### src/rtl/i_ddr_word_deser.sv
// DDR input word deserializer.
// Packs the 2-bit pairs from an I_DDR capture cell into WORD_WIDTH-bit words, LSB first.
// A bit-slip request drops one pair so the word boundary can be aligned.
// Finished words go into a first-word-fall-through FIFO with a valid/ready handshake.
// A sticky OVERFLOW flag records any word dropped because the FIFO was full.
module i_ddr_word_deser #(
    parameter int unsigned WORD_WIDTH = 8,
    parameter int unsigned FIFO_DEPTH = 4
) (
    input  logic                          CLK,
    input  logic                          R,
    input  logic [1:0]                    DDR_D,
    input  logic                          DDR_EN,
    input  logic                          BITSLIP,
    input  logic                          CLR_OVF,
    output logic [WORD_WIDTH-1:0]         WORD_OUT,
    output logic                          WORD_VALID,
    input  logic                          WORD_READY,
    output logic [$clog2(FIFO_DEPTH):0]   FIFO_LEVEL,
    output logic                          OVERFLOW
);

    localparam int unsigned NumPairs = WORD_WIDTH / 2;
    localparam int unsigned PairW    = $clog2(NumPairs);
    localparam int unsigned AddrW    = $clog2(FIFO_DEPTH);
    localparam int unsigned LevelW   = AddrW + 1;

    localparam logic [PairW-1:0]  LastPair  = PairW'(NumPairs - 1);
    localparam logic [LevelW-1:0] FullLevel = LevelW'(FIFO_DEPTH);

    // ------------------------------------------------------------------
    // Assembler state
    // ------------------------------------------------------------------
    logic [WORD_WIDTH-1:0] shift_q, shift_d;
    logic [PairW-1:0]      pcnt_q, pcnt_d;
    logic                  slip_q, slip_d;
    logic                  push_req;
    logic [WORD_WIDTH-1:0] push_word;

    // ------------------------------------------------------------------
    // FIFO state
    // ------------------------------------------------------------------
    logic [WORD_WIDTH-1:0] mem_q [FIFO_DEPTH];
    logic [AddrW-1:0]      wr_ptr_q, wr_ptr_d;
    logic [AddrW-1:0]      rd_ptr_q, rd_ptr_d;
    logic [LevelW-1:0]     count_q, count_d;
    logic [WORD_WIDTH-1:0] last_q, last_d;
    logic                  ovf_q, ovf_d;

    logic fifo_empty;
    logic fifo_full;
    logic pop;
    logic push_ok;
    logic push_drop;

    // Next-state for the pair assembler and bit-slip flag.
    always_comb begin
        shift_d   = shift_q;
        pcnt_d    = pcnt_q;
        slip_d    = slip_q;
        push_req  = 1'b0;
        // Shift register with the incoming pair merged in; this is the finished
        // word when the pair lands in the top slot.
        push_word = shift_q;
        push_word[{pcnt_q, 1'b0} +: 2] = DDR_D;

        if (DDR_EN) begin
            if (slip_q || BITSLIP) begin
                // Dropped pair: position unchanged, one slip consumed.
                slip_d = 1'b0;
            end else begin
                shift_d = push_word;
                if (pcnt_q == LastPair) begin
                    pcnt_d   = '0;
                    push_req = 1'b1;
                end else begin
                    pcnt_d = pcnt_q + 1'b1;
                end
            end
        end else if (BITSLIP) begin
            slip_d = 1'b1;
        end
    end

    // Assembler registers.
    always_ff @(posedge CLK) begin
        if (R) begin
            shift_q <= '0;
            pcnt_q  <= '0;
            slip_q  <= 1'b0;
        end else begin
            shift_q <= shift_d;
            pcnt_q  <= pcnt_d;
            slip_q  <= slip_d;
        end
    end

    // FIFO control: handshake decode, pointer/level update, sticky overflow.
    always_comb begin
        fifo_empty = (count_q == '0);
        fifo_full  = (count_q == FullLevel);
        pop        = !fifo_empty && WORD_READY;
        // A simultaneous pop frees a slot, so a full FIFO still accepts the word.
        push_ok    = push_req && (!fifo_full || pop);
        push_drop  = push_req && fifo_full && !pop;

        wr_ptr_d = wr_ptr_q;
        rd_ptr_d = rd_ptr_q;
        count_d  = count_q;
        last_d   = last_q;
        ovf_d    = ovf_q;

        if (push_ok) begin
            wr_ptr_d = wr_ptr_q + 1'b1;
        end
        if (pop) begin
            rd_ptr_d = rd_ptr_q + 1'b1;
            last_d   = mem_q[rd_ptr_q];
        end
        if (push_ok && !pop) begin
            count_d = count_q + LevelW'(1);
        end else if (pop && !push_ok) begin
            count_d = count_q - LevelW'(1);
        end

        // Setting has priority over clearing.
        if (CLR_OVF) begin
            ovf_d = 1'b0;
        end
        if (push_drop) begin
            ovf_d = 1'b1;
        end
    end

    // FIFO registers and storage.
    always_ff @(posedge CLK) begin
        if (R) begin
            wr_ptr_q <= '0;
            rd_ptr_q <= '0;
            count_q  <= '0;
            last_q   <= '0;
            ovf_q    <= 1'b0;
            for (int i = 0; i < FIFO_DEPTH; i++) begin
                mem_q[i] <= '0;
            end
        end else begin
            wr_ptr_q <= wr_ptr_d;
            rd_ptr_q <= rd_ptr_d;
            count_q  <= count_d;
            last_q   <= last_d;
            ovf_q    <= ovf_d;
            if (push_ok) begin
                mem_q[wr_ptr_q] <= push_word;
            end
        end
    end

    // Outputs: head of FIFO falls through; hold the last popped word when empty.
    always_comb begin
        WORD_VALID = (count_q != '0);
        WORD_OUT   = WORD_VALID ? mem_q[rd_ptr_q] : last_q;
        FIFO_LEVEL = count_q;
        OVERFLOW   = ovf_q;
    end

endmodule

### config.mk
export PLATFORM = sky130hd
export DESIGN_NAME = i_ddr_word_deser
export DESIGN_NICKNAME = d
export VERILOG_FILES = /design/src/rtl/i_ddr_word_deser.sv
export SDC_FILE = /design/constraint.sdc
export NUM_CORES = 1
export LEC_CHECK = 0
export ABC_AREA = 1
export CORE_MARGIN = 10
export CORE_UTILIZATION = 59
export CTS_CLUSTER_DIAMETER = 50
export DETAILED_ROUTE_END_ITERATION = 10
export PLACE_DENSITY = 0.8
export SLEW_MARGIN = 20
export SYNTH_ARGS = -nofsm -noshare
export SYNTH_HDL_FRONTEND = slang
export SYNTH_SLANG_ARGS = --single-unit
### constraint.sdc
create_clock -name CLK -period 2.6 [get_ports CLK]
set_clock_uncertainty 0.15 [all_clocks]
set_input_delay 0.65 -clock CLK [delete_from_list [all_inputs] [get_ports CLK]]
set_output_delay 0.65 -clock CLK [all_outputs]
set_load 0.01 [all_outputs]
Word level (Yosys, flattened, before mapping)
Memories as Yosys holds them, arrays and structs flattened. A register that Yosys moved wholly into a read port is not among the register bits.
Cells that the tools add are included.
Storage, ports and cells
  word-level logic and storage cells: 64
  input port bits: 8
  output and inout bits: 13
  memories: 1
  bits in writable memories: 32
  register bits: 27
Memory list
  mem_q: depth 4, width 8, read ports 1, clocked after Yosys merged registers in 1, wr ports 4, RTL line 43  | logic [WORD_WIDTH-1:0] mem_q [FIFO_DEPTH];
Cells by class
  reduce and logical (&&, ||, !) cells: 20
  shift-type cells: 2
  eq/ne operators: 3
  add/subtract/negate cells: 6
  muxes and demuxes: 23
  bitwise operators: 1
Operators by type and width (number)
  $mux 8: 2
  $mux 1: 14
  $bwmux 8: 1
  $mux 2: 4
  $reduce_or 8->1: 1
  $shift 2x5->8 const A: 1
  $shiftx 2x5->8: 1
  $add 2x1->2 const B: 3
  $logic_and 1x1->1: 6
  $mux 3: 2
  $reduce_bool 2->1: 3
  $neg 3->5: 1
  $logic_not 1->1: 4
  $reduce_and 2->1: 2
  $add 3x1->3 const B: 1
  $eq 3x3->1 const B: 1
  $logic_not 3->1: 1
  $reduce_bool 3->1: 1
  $sub 3x1->3 const B: 1
  $eq 2x2->1 const B: 1
  $logic_or 1x1->1: 2
  $ne 2x1->1 const B: 1
  $not 1->1: 1

Depth between registers and ports, before layout
Gate-level depths: netlist (run 1).
  depth after elaboration: 10
  mapped depth: 13
  depth with buffers taken out: 12

Worst setup path before layout (run 1)
Ideal clock, no wire load.
  kind: in2reg
  start: in BITSLIP
  end: reg count_q[2] (netlist: FIFO_LEVEL[2])
  data required time: 2.337 ns
  path buffers: 1
  setup slack: 0.142 ns
  cell stages on the path: 12
  arrival: 2.195 ns
  path through: nor2_4 > nand3_4 > nor2_4 > buf_12 > ha_1 > inv_1 > fa_1 > or2_2 > nand2_1 > nand2_1 > nand2_1 > nor2_1
On the way
  word-level cells in the longest chain between the ends: 7
RTL lines
  start, declared: RTL line 14  | input logic BITSLIP,
  $logic_or 1x1->1 *: RTL line 68  | if (slip_q || BITSLIP) begin
  $mux 1 *: RTL line 68
  $mux 1 *: RTL line 67  | if (DDR_EN) begin
  $logic_and 1x1->1 *: RTL line 104  | push_ok = push_req && (!fifo_full || pop);
  via push_ok: RTL line 53  | logic push_ok;
  $logic_not 1->1: RTL line 122  | end else if (pop && !push_ok) begin
  $logic_and 1x1->1: RTL line 122
  $reduce_bool 2->1 (no source line)
  end signal, assigned: RTL line 149  | count_q <= count_d;
  end, declared: RTL line 46  | logic [LevelW-1:0] count_q, count_d;
Mark *: on every way through the listed nets, which the timed path passes. The rest lies on a longest branch.
A chain may end at the register's enable or synchronous reset.

==> flow_metrics.tcl, run 1 <==
set metrics [dict create \
    h-tree-depth 3 \
    cts_tree "done" \
    synth_warnings 0 \
    clk_pin_slew_ps 70 \
    holdBufCountCts 0 \
    ir_drop_mv 0.620 \
    wl_um 6260 \
    vias 2497 \
    ios 21 \
    ys_ff_latch 61 \
    synth_cells 397 \
    maxSlewViolCount 0 \
    grt_pass1_wl_um 10600 \
    end_kind "primary output" \
    die_h_um 93.0 \
    synth_cell_types 27 \
    cap_violations 0 \
    drt_iter0_markers 120 \
    ys_seq_area_frac 0.490 \
    grt_max_degree 33 \
    first_global_vias 2465 \
    arrival_ps 1700 \
    status "complete, no violations" \
    cp_max_fo 32 \
    slowest_stage "dfxtp_1" \
    cts_buffers 9 \
    setup_viol 0 \
    grtUsageTotal 0.154 \
    cts_buffer_depth 2 \
    final_util 0.721 \
    crit_family "simple AND/OR/NAND/NOR gates" \
    ys_top_cells_by_area "edfxtp_1, dfxtp_1, nand2_1" \
    die_w_um 93.0 \
    crit_path_cell_trace "buf_12 > or2_2 > nand3_1 > nand2_1 > nand2_1 > o21ai_1 > dlygate4sd2_1" \
    clock_latency_ps 340 \
    final_nets 448 \
    synth_top_area_frac 0.306 \
    finalHoldViolations 0 \
    critPathKind "flop to primary output" \
    worst_path_most_repeated_cell "nand2_1" \
    relSlewSlack 0.729 \
    cellPowerDensity_mw_per_mm2 819 \
    timing.hold.ws_ps 319 \
    numPortBuffers 20 \
    syn_avg_cell_area_um2 7.92 \
    num-fill-cells 399 \
    cp.required_ps 1800 \
    core_mm2 0.00514 \
    cp-start-kind "flop" \
    drive_above_1_share 0.142 \
    worst-path-buf-inv 2 \
    hold_class "flop to flop" \
    gp_congestion 0.817 \
    worst_slew_pin_slew_ps 406 \
    hpwl_um 4300 \
    cts_sinks 61 \
    gr-total-overflow 0 \
    leakagePower_uw 0.00164 \
    final.min_clock_period_ps 2500 \
    start_util 0.611 \
    slowest_delay_ps 330 \
    rsz0062_at_grt "no" \
    fmax_mhz 400 \
    grt_antenna_before_repair 0 \
    drc 0 \
    die-area_mm2 0.00865 \
    synth_nets 412 \
    vias_per_cell 4.92 \
    yosysTopAreaCell "edfxtp_1" \
    fp-row-count 26 \
    fin_crit_sh 0.962 \
    clockRootBuffer "clkbuf_8" \
    synth_area_mm2 0.00314 \
    final_antenna_net_count 0 \
    dr.pass1.iters 4 \
    syn2layout_area_growth_pct 17.8 \
    drt-wirelength-per-cell_um 12.3 \
    antenna_cells 0 \
]
where the power goes:
group	switching (uW)	internal [uW]
sequential	58.1	1110
clock	357	530
combinational	574	401
Yosys cell counts:
library cell,count
nand2_1,89
nor2_1,71
inv_1,64
edfxtp_1,32
dfxtp_1,29
nand3_1,22
o21ai_0,19
a21oi_1,14
or2_2,10
buf_2,8
ha_1,6
inv_2,4
nand3_2,4
nand3_4,4
o21ai_1,4
buf_6,2
clkbuf_1,2
nor2_4,2
o21ai_2,2
o21bai_1,2
buf_12,1
fa_1,1
nand2_2,1
nand2_4,1
nor2_2,1
nor3_1,1
xor2_1,1
metal layers:
layer | wire [um] | vias to the layer above | GRT usage
met5 | 0 | - | 0
met4 | 206 | 0 | 0.0990
met3 | 244 | 20 | 0.0392
met2 | 3010 | 52 | 0.264
met1 | 2790 | 1125 | 0.167
li1 | - | 1300 | -
metrics by stage:
stage,std cells,total power (uW),setup TNS [ps],instance area [um^2],setup slack (ps)
final,508,3030,0,3700,98.4
after global routing,508,3220,0,3700,12.0
after CTS,508,3020,0,3690,22.5
after detailed placement,488,2180,-264,3460,-230
after global placement,488,2150,-156,3460,-156
after floorplan,397,1810,0,3140,142
worst paths after layout:
kind,endpoint,cells past startpoint,from,slack [ps]
worst max register to register,FIFO_LEVEL[2],11,pcnt_q[0],290
worst max-delay path,WORD_OUT[0],7,flop,100
worst min register to register,shift_q[6],2,shift_q[6],320
worst min-delay path,shift_q[6],2,shift_q[6],320
state kept, by name, indices dropped and copies added (netlist names), named ones only:
name / cells
last_q: 8
OVERFLOW: 1
rd_ptr_q: 2
slip_q: 1
wr_ptr_q: 2
mem_q: 32
pcnt_q: 2
FIFO_LEVEL: 3
shift_q: 8
logic make-up (layout without fill, tap and decap cells):
group | after synthesis | after routing | synth area share
AOI/OAI and AO/OA | 41 | 41 | 0.0693
xor gates and xnor gates | 1 | 1 | 0.00279
adders and majority gates | 7 | 7 | 0.0303
buffers and inverters | 81 | 122 | 0.110
DFF | 61 | 61 | 0.490
and+or+nand+nor | 206 | 206 | 0.297
tightest hold or removal path, delay by kind of cell (launching register included):
kind / cells / cell delay, ps
compound gates: 1 / 50
flops: 1 / 310
simple gates: 1 / 60
area by class of cell:
| type | count | area, um^2 | share of cell area |
|---|---|---|---|
| multi-input cells | 255 | 1260 | 0.341 |
| flip-flops and latches | 61 | 1540 | 0.417 |
| well taps | 70 | 87.6 | 0.0236 |
| clock inverters | 6 | 77.6 | 0.0209 |
| inverters | 68 | 259 | 0.0699 |
| clock buffers | 10 | 128 | 0.0345 |
| repair inverters | 1 | 7.51 | 0.00203 |
| repair buffers | 37 | 340 | 0.0919 |
repair_timing:
action,4_1_cts,5_1_grt
gates cloned,1,0
setup endpoints to repair,8,10
setup buffers,3,0
resized for setup,11,8
cells in the final DEF (no fill, tap or decap), types with 4 or more instances in the layout:
cell             netlist  final
inv_1                 64     63
dfxtp_1               29     28
buf_4                  0     16
edfxtp_1              32     32
clkbuf_8               0      9
a21oi_1               14     14
nor2_1                71     71
ha_1                   6      6
nand2_1               89     89
clkdlybuf4s15_1        0      6
o21ai_0               19     19
clkdlybuf4s50_1        0     11
or2_2                 10     10
o21ai_1                4      4
nand3_4                4      4
inv_2                  4      4
nand3_2                4      4
nand3_1               22     22
(Power assumes the default switching activity.)
==> inputs of run 2 (changes only) <==
- SETUP_SLACK_MARGIN: default -> 0.2
==> flow_metrics.tcl, run 2 (synthesis results as in run 1) <==
set metrics [dict create \
    status "complete, no violations" \
    hpwl_um 4710 \
    use_met3 0.0512 \
    h-tree-depth 3 \
    die_w_um 93.0 \
    final.min_clock_period_ps 2380 \
    holdBufCountCts 0 \
    ir_drop_mv 0.487 \
    clock_latency_ps 340 \
    hold_class "flop to flop" \
    cts_tree "done" \
    worst_slew_pin_slew_ps 419 \
    clockRootBuffer "clkbuf_8" \
    gr-total-overflow 0 \
    largest_reg_flops 32 \
    timing.rr.end "last_q[2]" \
    final_antenna_net_count 0 \
    gp_congestion 0.803 \
    first_global_vias 2633 \
    core_mm2 0.00514 \
    layout_commonest_cell "nand2_1" \
    die_h_um 93.0 \
    grt_max_degree 19 \
    grtUsageTotal 0.170 \
    finalNonFillerCells 523 \
    cap_violations 0 \
    drc 0 \
    finalHoldViolations 0 \
    syn2layout_area_growth_pct 24.0 \
    relSlewSlack 0.720 \
    grt_antenna_before_repair 0 \
    arrival_ps 1580 \
    ff2ff_path_depth 15 \
    die-area_mm2 0.00865 \
    met2_usage 0.308 \
    antenna_cells 0 \
    critPathCapture "WORD_OUT[5]" \
    end_kind "primary output" \
    timing.hold.ws_ps 320 \
    grt_pass1_wl_um 11800 \
    dr.pass1.iters 4 \
    dp_cells 489 \
    grt.busiest_layer "met2" \
    mostFrequentLayoutCells "nand2_1, nor2_1, inv_1" \
    numPortBuffers 20 \
    leakagePower_uw 0.00175 \
    cp.required_ps 1800 \
    use_met1 0.179 \
    ios 21 \
    reg2reg_slack_ps 250 \
    drive_above_1_share 0.238 \
    num-fill-cells 371 \
    vias_per_cell 5.03 \
    setup_viol 0 \
    final_nets 463 \
    pre_cts_ws_ps -111 \
    cp_max_fo 8 \
    clk_pin_slew_ps 70 \
    regArea_mm2 0.00155 \
    fin_ws_ps 216 \
    cts_buffers 9 \
    cp-start-kind "flop" \
    drt-wirelength-per-cell_um 13.4 \
    cellPowerDensity_mw_per_mm2 810 \
    drt_iter0_markers 152 \
    maxSlewViolCount 0 \
    fmax_mhz 419 \
    cts_buffer_depth 2 \
    multi_input_area_mm2 0.00135 \
    start_util 0.611 \
    fp-row-count 26 \
    final_util 0.758 \
    fin_crit_sh 0.917 \
    critPathKind "flop to primary output" \
    rsz0062_at_grt "yes" \
    cts_sinks 61 \
    holdCritStartpoint "shift_q[7]" \
    reg.largest.list "mem_q (32), last_q (8), shift_q (8)" \
    power.total_uw 3160 \
    wl_um 7020 \
    vias 2633 \
    largest_register "mem_q" \
]
run 2: changes by cell type in the layout (fill, tap and decap cells not counted), sizes merged:
cell,delta
dlymetal6s2s,+1
clkinv,-1
dlygate4sd2,-1
clkdlybuf4s50,-2
buf,+22
clkbuf,+3
bufinv,-2
clkdlybuf4s15,-6
clkinvlp,+1
run 2: stage by stage:
stage	area (um^2)	setup TNS, ps
floorplan	3160	0
global placement	3480	-64.7
detailed placement	3480	-327
CTS	3790	0
global route	3900	0
finish	3900	0
run 2: per-layer routing:
metal,up-vias,wire length (um)
met1,1212,2800
met4,0,127
li1,1338,-
met3,11,420
met5,-,0
met2,72,3670
run 2: worst min path at each step:
stage,end,slack (ps),cells past startpoint
floorplan,shift_q[6],300,2
global route,shift_q[7],360,2
CTS,shift_q[7],320,2
finish,shift_q[7],320,2
detailed placement,shift_q[7],310,2
global placement,shift_q[7],300,2
run 2: final cells by class:
cell class              count  share of cell area
clock buffers              12              0.0427
clock inverters             4             0.00514
inverters                  68              0.0665
multi-input cells         255               0.346
flip-flops and latches     61               0.398
well taps                  70              0.0225
repair buffers             52               0.118
repair inverters            1             0.00193
run 2: where the power goes:
group	leakage, uW	total [uW]	internal [uW]	switching, uW
Clock	0.0000926	797	422	375
Sequential	0.000570	1190	1120	74.0
Combinational	0.00109	1170	524	645
Total	0.00175	3160	2060	1090
run 2: worst max-delay path: stages, from the launching register on:
cell and delay (ps):
dfxtp_4 380, buf_12 140, or2_2 300, nand3_2 100, nand2_2 70, nand2_1 50, o21ai_1 60, buf_2 140
run 2: what timing repair did:
action,in CTS,in global routing
setup buffers,13,2
setup endpoints to repair,9,10
pin swaps,1,7
gates cloned,2,1
resized for setup,44,25
==> inputs of run 3 (changes only) <==
- CORE_ASPECT_RATIO: default -> 1.25
- CTS_CLUSTER_DIAMETER: 50 -> default
==> flow_metrics.tcl, run 3 (synthesis results as in run 1) <==
set metrics [dict create \
    status "complete, no violations" \
    fmax_mhz 416 \
    cp-start-kind "flop" \
    ir_drop_mv 0.612 \
    wl_um 6520 \
    cts_buffer_depth 2 \
    layout_commonest_cell "nand2_1" \
    drive_above_1_share 0.225 \
    worst-path-buf-inv 2 \
    crit_path_cell_trace "buf_12 > or2_2 > nand3_1 > nand2_2 > nand2_1 > o21ai_0 > buf_2" \
    pwr-share-comb 0.364 \
    syn2layout_area_growth_pct 21.5 \
    internal-power_uw 2080 \
    grt_antenna_before_repair 0 \
    fp-row-count 29 \
    seqPwrFrac 0.377 \
    gp_congestion 0.808 \
    end_kind "primary output" \
    die_w_um 85.3 \
    numPortBuffers 20 \
    setup_viol 0 \
    leakagePower_uw 0.00171 \
    reg.largest.list "mem_q (32), last_q (8), shift_q (8)" \
    die_h_um 102 \
    largest_register "mem_q" \
    maxSlewViolCount 0 \
    cp_max_fo 8 \
    fin_crit_sh 0.924 \
    holdBufCountCts 0 \
    cellPowerDensity_mw_per_mm2 825 \
    grt_pass1_wl_um 10500 \
    grtUsageTotal 0.150 \
    dp_cells 482 \
    cts_buffers 9 \
    die-area_mm2 0.00866 \
    slowest_delay_ps 380 \
    hpwl_um 4420 \
    worst_slew_pin_slew_ps 442 \
    finalNonFillerCells 507 \
    finalHoldViolations 0 \
    p_sw_uw 1060 \
    final.min_clock_period_ps 2400 \
    drt_iter0_markers 167 \
    clkPwrFrac 0.260 \
    cts_sinks 61 \
    antenna_cells 0 \
    largest_reg_flops 32 \
    final_antenna_net_count 0 \
    clk_pin_slew_ps 70 \
    slowest_stage "dfxtp_4" \
    h-tree-depth 3 \
    cts_tree "done" \
    vias 2549 \
    cap_violations 0 \
    first_global_vias 2429 \
    rsz0062_at_grt "yes" \
    critPathKind "flop to primary output" \
    power.total_uw 3150 \
    power_switching_share 0.338 \
    clock_latency_ps 340 \
    mostFrequentLayoutCells "nand2_1, nor2_1, inv_1" \
    final_util 0.746 \
    crit_family "simple AND/OR/NAND/NOR gates" \
    ios 21 \
    core_mm2 0.00512 \
    cp.required_ps 1800 \
    dr.pass1.iters 4 \
    drt-wirelength-per-cell_um 12.9 \
    final_nets 455 \
    start_util 0.614 \
    clockRootBuffer "clkbuf_8" \
    drc 0 \
    grt_max_degree 19 \
    gr-total-overflow 0 \
    hold_class "flop to flop" \
    vias_per_cell 5.03 \
    relSlewSlack 0.705 \
    arrival_ps 1600 \
]
run 3: changes by cell type in the layout (fill, tap and decap cells not counted), moves of 2 or more:
cell,change
clkdlybuf4s50_1,+2
buf_4,-6
clkinvlp_4,-2
clkinv_2,+2
run 3: repair_timing:
| action | 4_1_cts | 5_1_grt |
|---|---|---|
| endpoints found under the hold margin | 0 | 0 |
| gates cloned | 1 | 1 |
| resized for setup | 44 | 18 |
| setup buffers | 2 | 5 |
| setup endpoints to repair | 9 | 10 |
| pin swaps | 1 | 5 |
run 3: layout make-up:
cell class              instances  area (um^2)
clock inverters                 6         52.6
fillers                       352         1300
well taps                      62         77.6
inverters                      68          259
flip-flops and latches         61         1550
clock buffers                  10          138
multi-input cells             255         1340
repair buffers                 45          400
run 3: power groups by stage:
stage                     clock network, uW  registers, uW  logic, uW
after global placement                    0           1180        988
after detailed placement                  0           1190       1020
after floorplan                           0           1190        634
after global routing                    857           1200       1280
final                                   818           1190       1140
after CTS                               830           1180       1010
run 3: final timing paths:
kind                   end        from  slack, ps  cells past startpoint
max            WORD_OUT[6]        flop        200                      7
min             shift_q[6]  shift_q[6]        320                      2
max reg2reg  FIFO_LEVEL[2]   pcnt_q[0]        420                     11
min reg2reg     shift_q[6]  shift_q[6]        320                      2
run 3: worst reg2reg max path, stage by stage (launching register included):
cell,delay (ps)
dfxtp_1,430
ha_1,310
nand3_4,120
nor2_4,120
ha_4,140
inv_2,40
fa_2,330
or2_4,250
nand2_1,70
nand2_1,50
nand2_1,50
nor2_1,40
run 3: stage by stage:
stage	worst slack [ps]	area (um^2)	hold slack (ps)	TNS, ps
2_1_floorplan	223	3160	295	0
3_3_place_gp	-67.7	3480	307	-67.7
3_5_place_dp	-120	3480	308	-429
4_1_cts	169	3710	319	0
5_1_grt	129	3820	348	0
6_report	196	3820	322	0
run 3: layer usage:
layer  up-vias  share of wire  global-route usage
met5         -              0                   0
met4         0          0.039              0.0964
met3        23          0.046              0.0434
met2        60           0.52               0.266
met1      1146           0.39               0.149
li1       1320              -                   -
